**config.mk**
```make
export PLATFORM = sky130hd
export DESIGN_NAME = uart_rx_frontend
export DESIGN_NICKNAME = d
export VERILOG_FILES = /design/src/rtl/uart_rx_frontend.sv
export SDC_FILE = /design/constraint.sdc
export NUM_CORES = 1
export LEC_CHECK = 0
export ABC_CLOCK_PERIOD_IN_PS = 2300
export CORE_MARGIN = 4
export CORE_UTILIZATION = 58
export DETAILED_ROUTE_END_ITERATION = 16
export PLACE_DENSITY = 0.78
export SYNTH_ARGS = -nofsm -noshare
export SYNTH_HDL_FRONTEND = slang
export SYNTH_SLANG_ARGS = --single-unit
```
**constraint.sdc**
```tcl
create_clock -name clk -period 2.3 [get_ports clk]
set_clock_uncertainty 0.05 [all_clocks]
set_input_delay 0.23 -clock clk [delete_from_list [all_inputs] [get_ports clk]]
set_output_delay 0.23 -clock clk [all_outputs]
set_load 0.05 [all_outputs]
```
**src/rtl/uart_rx_frontend.sv**
```systemverilog
// uart_rx_frontend: pin synchroniser, 3-sample majority filter and a baud tick
// generator that re-phases to mid-bit on every detected start-bit edge.
module uart_rx_frontend #(
  parameter int CLK_HZ     = 50_000_000,
  parameter int BAUD       = 115200,
  parameter int OVERSAMPLE = 16
) (
  input  logic clk,
  input  logic rst,
  input  logic rx_pin,
  input  logic enable,
  output logic rx_clean,
  output logic baud_tick,
  output logic frame_busy,
  output logic false_start
);

  localparam int DIV = (CLK_HZ + BAUD * OVERSAMPLE / 2) / (BAUD * OVERSAMPLE);
  localparam int PW  = (DIV < 2) ? 1 : $clog2(DIV);
  localparam int HW  = $clog2(OVERSAMPLE);

  localparam logic [PW-1:0] PRESC_LAST = PW'(DIV - 1);
  localparam logic [HW-1:0] PHASE_LAST = HW'(OVERSAMPLE - 1);
  localparam logic [HW-1:0] PHASE_MID  = HW'(OVERSAMPLE / 2 - 1);

  if (DIV < 2) begin : g_div_check
    $error("uart_rx_frontend: clock divider DIV=%0d must be at least 2", DIV);
  end
  if ((OVERSAMPLE < 4) || ((OVERSAMPLE % 2) != 0)) begin : g_os_check
    $error("uart_rx_frontend: OVERSAMPLE=%0d must be even and >= 4", OVERSAMPLE);
  end

  typedef enum logic [1:0] {
    HUNT,
    VERIFY,
    RUN
  } state_t;

  state_t        r_state;
  logic          r_sync1;
  logic          r_sync2;
  logic [PW-1:0] r_presc;
  logic [HW-1:0] r_phase;
  logic [2:0]    r_hist;
  logic          r_rx_clean;
  logic [3:0]    r_bit_cnt;
  logic          r_baud_tick;
  logic          r_frame_busy;
  logic          r_false_start;

  logic w_sample_tick;
  logic w_maj;
  logic w_fall;
  logic w_edge_hunt;
  logic w_btick;

  // Synchroniser keeps running regardless of enable so the line state is fresh on re-enable.
  always_ff @(posedge clk or posedge rst) begin
    if (rst) begin
      r_sync1 <= 1'b1;
      r_sync2 <= 1'b1;
    end else begin
      r_sync1 <= rx_pin;
      r_sync2 <= r_sync1;
    end
  end

  assign w_sample_tick = enable && (r_presc == PRESC_LAST);
  assign w_maj         = (r_hist[1] & r_hist[0]) | (r_hist[1] & r_sync2) | (r_hist[0] & r_sync2);
  assign w_fall        = w_sample_tick && r_rx_clean && !w_maj;
  assign w_edge_hunt   = w_fall && (r_state == HUNT);
  // A start edge in HUNT pre-empts a coincident free-running tick.
  assign w_btick       = w_sample_tick && (r_phase == PHASE_MID) && !w_edge_hunt;

  always_ff @(posedge clk or posedge rst) begin
    if (rst) begin
      r_presc <= '0;
    end else if (!enable || (r_presc == PRESC_LAST)) begin
      r_presc <= '0;
    end else begin
      r_presc <= r_presc + PW'(1);
    end
  end

  always_ff @(posedge clk or posedge rst) begin
    if (rst) begin
      r_hist     <= 3'b111;
      r_rx_clean <= 1'b1;
    end else if (!enable) begin
      r_hist     <= 3'b111;
      r_rx_clean <= 1'b1;
    end else if (w_sample_tick) begin
      r_hist     <= {r_hist[1:0], r_sync2};
      r_rx_clean <= w_maj;
    end
  end

  always_ff @(posedge clk or posedge rst) begin
    if (rst) begin
      r_phase <= '0;
    end else if (!enable || w_edge_hunt) begin
      r_phase <= '0;
    end else if (w_sample_tick) begin
      r_phase <= (r_phase == PHASE_LAST) ? '0 : r_phase + HW'(1);
    end
  end

  // Frame tracker; frame_busy is held through the stop-bit tick and drops one clk later.
  always_ff @(posedge clk or posedge rst) begin
    if (rst) begin
      r_state       <= HUNT;
      r_bit_cnt     <= 4'd0;
      r_baud_tick   <= 1'b0;
      r_frame_busy  <= 1'b0;
      r_false_start <= 1'b0;
    end else if (!enable) begin
      r_state       <= HUNT;
      r_bit_cnt     <= 4'd0;
      r_baud_tick   <= 1'b0;
      r_frame_busy  <= 1'b0;
      r_false_start <= 1'b0;
    end else begin
      r_baud_tick   <= w_btick;
      r_false_start <= 1'b0;
      case (r_state)
        HUNT: begin
          if (w_edge_hunt) begin
            r_state      <= VERIFY;
            r_bit_cnt    <= 4'd0;
            r_frame_busy <= 1'b1;
          end else begin
            r_frame_busy <= 1'b0;
          end
        end
        VERIFY: begin
          if (w_btick) begin
            if (!r_rx_clean) begin
              r_state   <= RUN;
              r_bit_cnt <= 4'd1;
            end else begin
              r_state       <= HUNT;
              r_frame_busy  <= 1'b0;
              r_false_start <= 1'b1;
            end
          end
        end
        RUN: begin
          if (w_btick) begin
            r_bit_cnt <= r_bit_cnt + 4'd1;
            if (r_bit_cnt == 4'd9) begin
              r_state <= HUNT;
            end
          end
        end
        default: begin
          r_state <= HUNT;
        end
      endcase
    end
  end

  assign rx_clean    = r_rx_clean;
  assign baud_tick   = r_baud_tick;
  assign frame_busy  = r_frame_busy;
  assign false_start = r_false_start;

endmodule

```
# == Word level (Yosys, flattened, before mapping) ==
# Index checks and enable logic that the tools add are counted.
# op_classes
add_sub_neg,3
eq_ne,15
n_mux,31
bitwise,5
reduce_logical,16
# op_table
operator,n
$mux 4,8
$ne 3x3->1 const B,6
$mux 2,8
$pmux 4 s3,1
$mux 1,11
$add 4x1->4 const B,2
$eq 4x4->1 const B,2
$logic_and 1x1->1,6
$pmux 2 s3,1
$add 5x1->5 const B,1
$eq 5x5->1 const B,1
$mux 5,1
$reduce_and 5->1,1
$eq 4x3->1 const B,1
$ne 4x1->1 const B,1
$reduce_and 4->1,1
$and 1x1->1,3
$logic_not 1->1,3
$ne 3x1->1 const B,1
$reduce_and 3->1,1
$eq 2x1->1 const B,1
$eq 2x2->1 const B,1
$logic_not 2->1,1
$logic_or 1x1->1,2
4 further kinds,5
# word_totals
reg_bits,23
elab_cells,81

# == Logic depth before layout (Yosys ltp) ==
# logic_depth
word_depth,11
depth_mapped,8
depth_no_buf,7

# == Least setup slack after synthesis ==
# OpenSTA, ideal clock, no wires.
# synth_path
kind,register -> register
from,"reg r_rx_clean, in the netlist rx_clean"
to,reg r_bit_cnt[0]
setup_ns,0.125
arrival_ns,1.813
required_ns,2.125
slack_ns,0.312
stages_incl_launch_ff,6
path_buffers,0
cell_sequence,dfstp_2 > a21oi_1 > a21boi_4 > nor2_1 > or3_4 > mux2_4
# synth_between
elab_chain_len,7
# synth_lines
element,line_no,text
from (decl),45,logic r_rx_clean;
from (signal assigned),94,r_rx_clean <= w_maj;
$logic_and 1x1->1 (2 in series),70,assign w_fall = w_sample_tick && r_rx_clean && !w_maj;
$logic_and 1x1->1,71,assign w_edge_hunt = w_fall && (r_state == HUNT);
$logic_not 1->1,73,assign w_btick = w_sample_tick && (r_phase == PHASE_MID) && !w_edge_hunt;
$logic_and 1x1->1,73,
$ne 3x3->1 (no source line),--,
$reduce_and 5->1 (no source line) (*),--,
to (signal assigned),149,r_bit_cnt <= r_bit_cnt + 4'd1;
to (decl),46,logic [3:0] r_bit_cnt;
# Mark *: on every way between the ends. The rest lies on a longest branch, timed or not.
# A chain may end at the register's enable or synchronous reset.

# == Final worst setup path ==
# layout_path
from,reg r_state[1]
to,reg r_bit_cnt[1]
# layout_between
elab_chain_len,6
# layout_lines
element,line_no,text
from (decl),39,state_t r_state;
from (signal assigned),111,r_state <= HUNT;
from (signal assigned),117,r_state <= HUNT;
from (signal assigned),128,r_state <= VERIFY;
$logic_not 2->1,"71, 125",
$logic_and 1x1->1,71,
$logic_not 1->1,73,
$logic_and 1x1->1,73,
$ne 3x3->1 (no source line),--,
$reduce_and 5->1 (no source line),--,
# Parallel ways exist; a longest one is shown, timed or not.

==> results.cfg <==
[timing]
rsz0062_at_grt = no
hold_viol_final = 0
timing.hold.ws_ps = 191
fmax_ghz = 0.464
slew_violations = 0
period_share = 0.936
setup_viol = 0
finalSetupTns_ps = 0
tightestPinTransition_ps = 506
max_slew_margin = 0.661
fin_crit_ps = 2150

[outcome]
outcome = complete, no violations

[synth]
yosysUniqueCellTypes = 44
yosys.area.top_type = dfrtp_1
synth_ff_type = dfrtp_1
syn_nets = 146
syn_inst = 133
synthTopCellsByArea = dfrtp_1 (34%), dfstp_2 (9.8%), ha_1 (8.4%)
async_reset_ff_frac = 1.00
netlist_area_um2 = 1340
synth_edf_count = 0
ys_warn_count = 0
ys_ff_latch = 23
avgSynthCellArea_um2 = 10.1
netlist.area_leader.share = 0.336
ys_seq_area_frac = 0.434

[power_and_ir_drop]
p_sw_uw = 152
swShare = 0.235
internal_power_uw = 495
pwr-share-clk = 0.292
peakVddDrop_mv = 0.335
power_frac_comb = 0.062
p_seq_frac = 0.645
p_leak_nw = 0.646
totalPowerFinal_uw = 647
p_per_area_nw_per_um2 = 438

[finish]
regArea_um2 = 582
antenna_cells = 0
drive_gt1_frac = 0.160
fin_util = 0.667
final_cells = 172
multiInputGateArea_um2 = 701
nets = 158
area_delta_synth_final_pct = 10.1
fillers = 190

[cts]
cts_tree = built
cts_hold_buf = 0
htree_levels = 1
cts.path.max_buffers = 2
ctsResizeCount = 0
insertion_delay_ps = 310
cts_buffers = 3
clockRootBuffer = clkbuf_4
cts_setup_buffers = 0
cts.sinks = 23
path_clk_slew_ps = 140

[detailed_routing]
routed_via_density = 5.88
wl_per_cell_um = 14.6
drtAntennaViolNets = 0
wl_mm = 2.52
drcViolationCount = 0
vias = 1012
drtIter0Drc = 23
dr.pass1.iters = 4

[global_route]
grt_pass1_vias = 1100
grt_pass1_wl_mm = 4.75
antenna_found_initial = 0
grt.overflow.total = 0
grt_usage = 0.183
grt_max_degree = 24

[critical_path]
reg2regPathDepth = 7
worst_ep_arrival_time_ps = 2300
critical_path_class = register to register
worst_path_largest_cell_delay_ps = 440
path_cells = inv_1 -> ha_1 -> a21oi_1 -> a21boi_4 -> nor2_1 -> or3_4 -> mux2_4
cp.required_ps = 2450
worstSetupStartpointType = register
worst-path-max-fanout = 7
end_kind = register
crit_path_top_delay_cell = dfrtp_1
startpoint = r_state[1]$_DFFE_PP0P_
r2r-start = r_state[1]$_DFFE_PP0P_

[die]
pin_count = 8
die_x_um = 56.1
die_h_um = 56.1
core_um2 = 2210
rows = 17
initial_utilization = 0.606
die_area_um2 = 3140

[job]
maxCapViolCount = 0

[placed_design]
port_buffers = 7
dp.cells = 168
dp_hpwl_mm = 1.88
gp_congestion = 0.825

[hold_path]
hold_class = input port to asynchronous set/reset pin
## layer usage
layer	track usage	wire [µm]
met3	0.0255	47
met2	0.321	1270
met1	0.224	1180
met4	0.0746	21
met5	0	0
## cell usage after synthesis (2+ instances only)
cell and count:
nand2_1 19, dfrtp_1 18, inv_1 10, nand3_1 10, ha_1 9, nor2_1 8, o21ai_0 6, dfstp_2 5
o211ai_1 4, a21oi_1 3, and2_1 2, mux2_4 2, nor2b_1 2, nor3_1 2, nor3b_1 2, o21a_1 2
xor2_1 2
## through the flow
stage          cell area [µm²]  setup slack (ps)
6_report                  1480               146
5_1_grt                   1480              11.9
4_1_cts                   1480               186
3_5_place_dp              1450               218
3_3_place_gp              1450               278
2_1_floorplan             1340               312
## registers in the layout (all words and copies together), names as in the netlist
name / flops
baud_tick: 1
r_bit_cnt: 4
r_sync1: 1
frame_busy: 1
r_phase: 4
r_hist: 2
r_presc: 5
false_start: 1
r_state: 2
r_sync2: 1
rx_clean: 1
## area by class of cell
type / count / area share
inverter: 10 / 0.0254
clock buffer: 3 / 0.0153
multi-input combinational: 97 / 0.475
sequential: 23 / 0.394
tap: 28 / 0.0237
timing repair buffer: 10 / 0.0628
clock inverter: 1 / 0.00339
## path summary, 6_finish.rpt
path	end	slack, ps
max in group asynchronous	r_sync2$_DFF_PP1_	1730
min in group clk	r_sync1$_DFF_PP1_	250
worst max-delay path	r_bit_cnt[1]$_DFFE_PP0P_	150
worst min register to register	r_sync2$_DFF_PP1_	320
worst max register to register	r_bit_cnt[1]$_DFFE_PP0P_	150
worst min-delay path	r_bit_cnt[0]$_DFFE_PP0P_	190
## worst max-delay path, delay by kind of cell, from the launching register on
family                   cells  cell delay, ps
AO/OA/AOI/OAI                2             340
AND/OR/NAND/NOR              2             500
flip-flops                   1             440
multiplexers                 1             300
buffers and inverters        1             120
adder cells (fa/ha/maj)      1             290
## cells by family (layout without fill, tap and decap cells)
kind of cell | count (synthesis) | after routing | share of synthesized area
AO/OA/AOI/OAI | 24 | 24 | 0.129
adder cells (fa/ha/maj) | 10 | 10 | 0.0924
AND/OR/NAND/NOR | 58 | 58 | 0.260
XOR/XNOR | 3 | 3 | 0.0196
flip-flops | 23 | 23 | 0.434
multiplexers | 2 | 2 | 0.0224
buffers and inverters | 13 | 24 | 0.0429
## power by group through the flow
stage	clock network [mW]	logic, mW	registers [mW]
after floorplan	0	0.0275	0.423
after global placement	0	0.0397	0.424
after detailed placement	0	0.0413	0.425
after CTS	0.194	0.0414	0.417
after global routing	0.212	0.0461	0.419
final	0.189	0.0404	0.417
## cells in the final DEF, fill, tap and decap left out, types with 3 or more instances in the layout
master,instances
nor2_1,8
o21ai_0,6
ha_1,9
nand3_1,10
dfrtp_1,18
buf_4,3
o211ai_1,4
inv_1,10
a21oi_1,3
clkdlybuf4s50_1,7
clkbuf_4,3
nand2_1,19
dfstp_2,5
(Power assumes the default switching activity.)
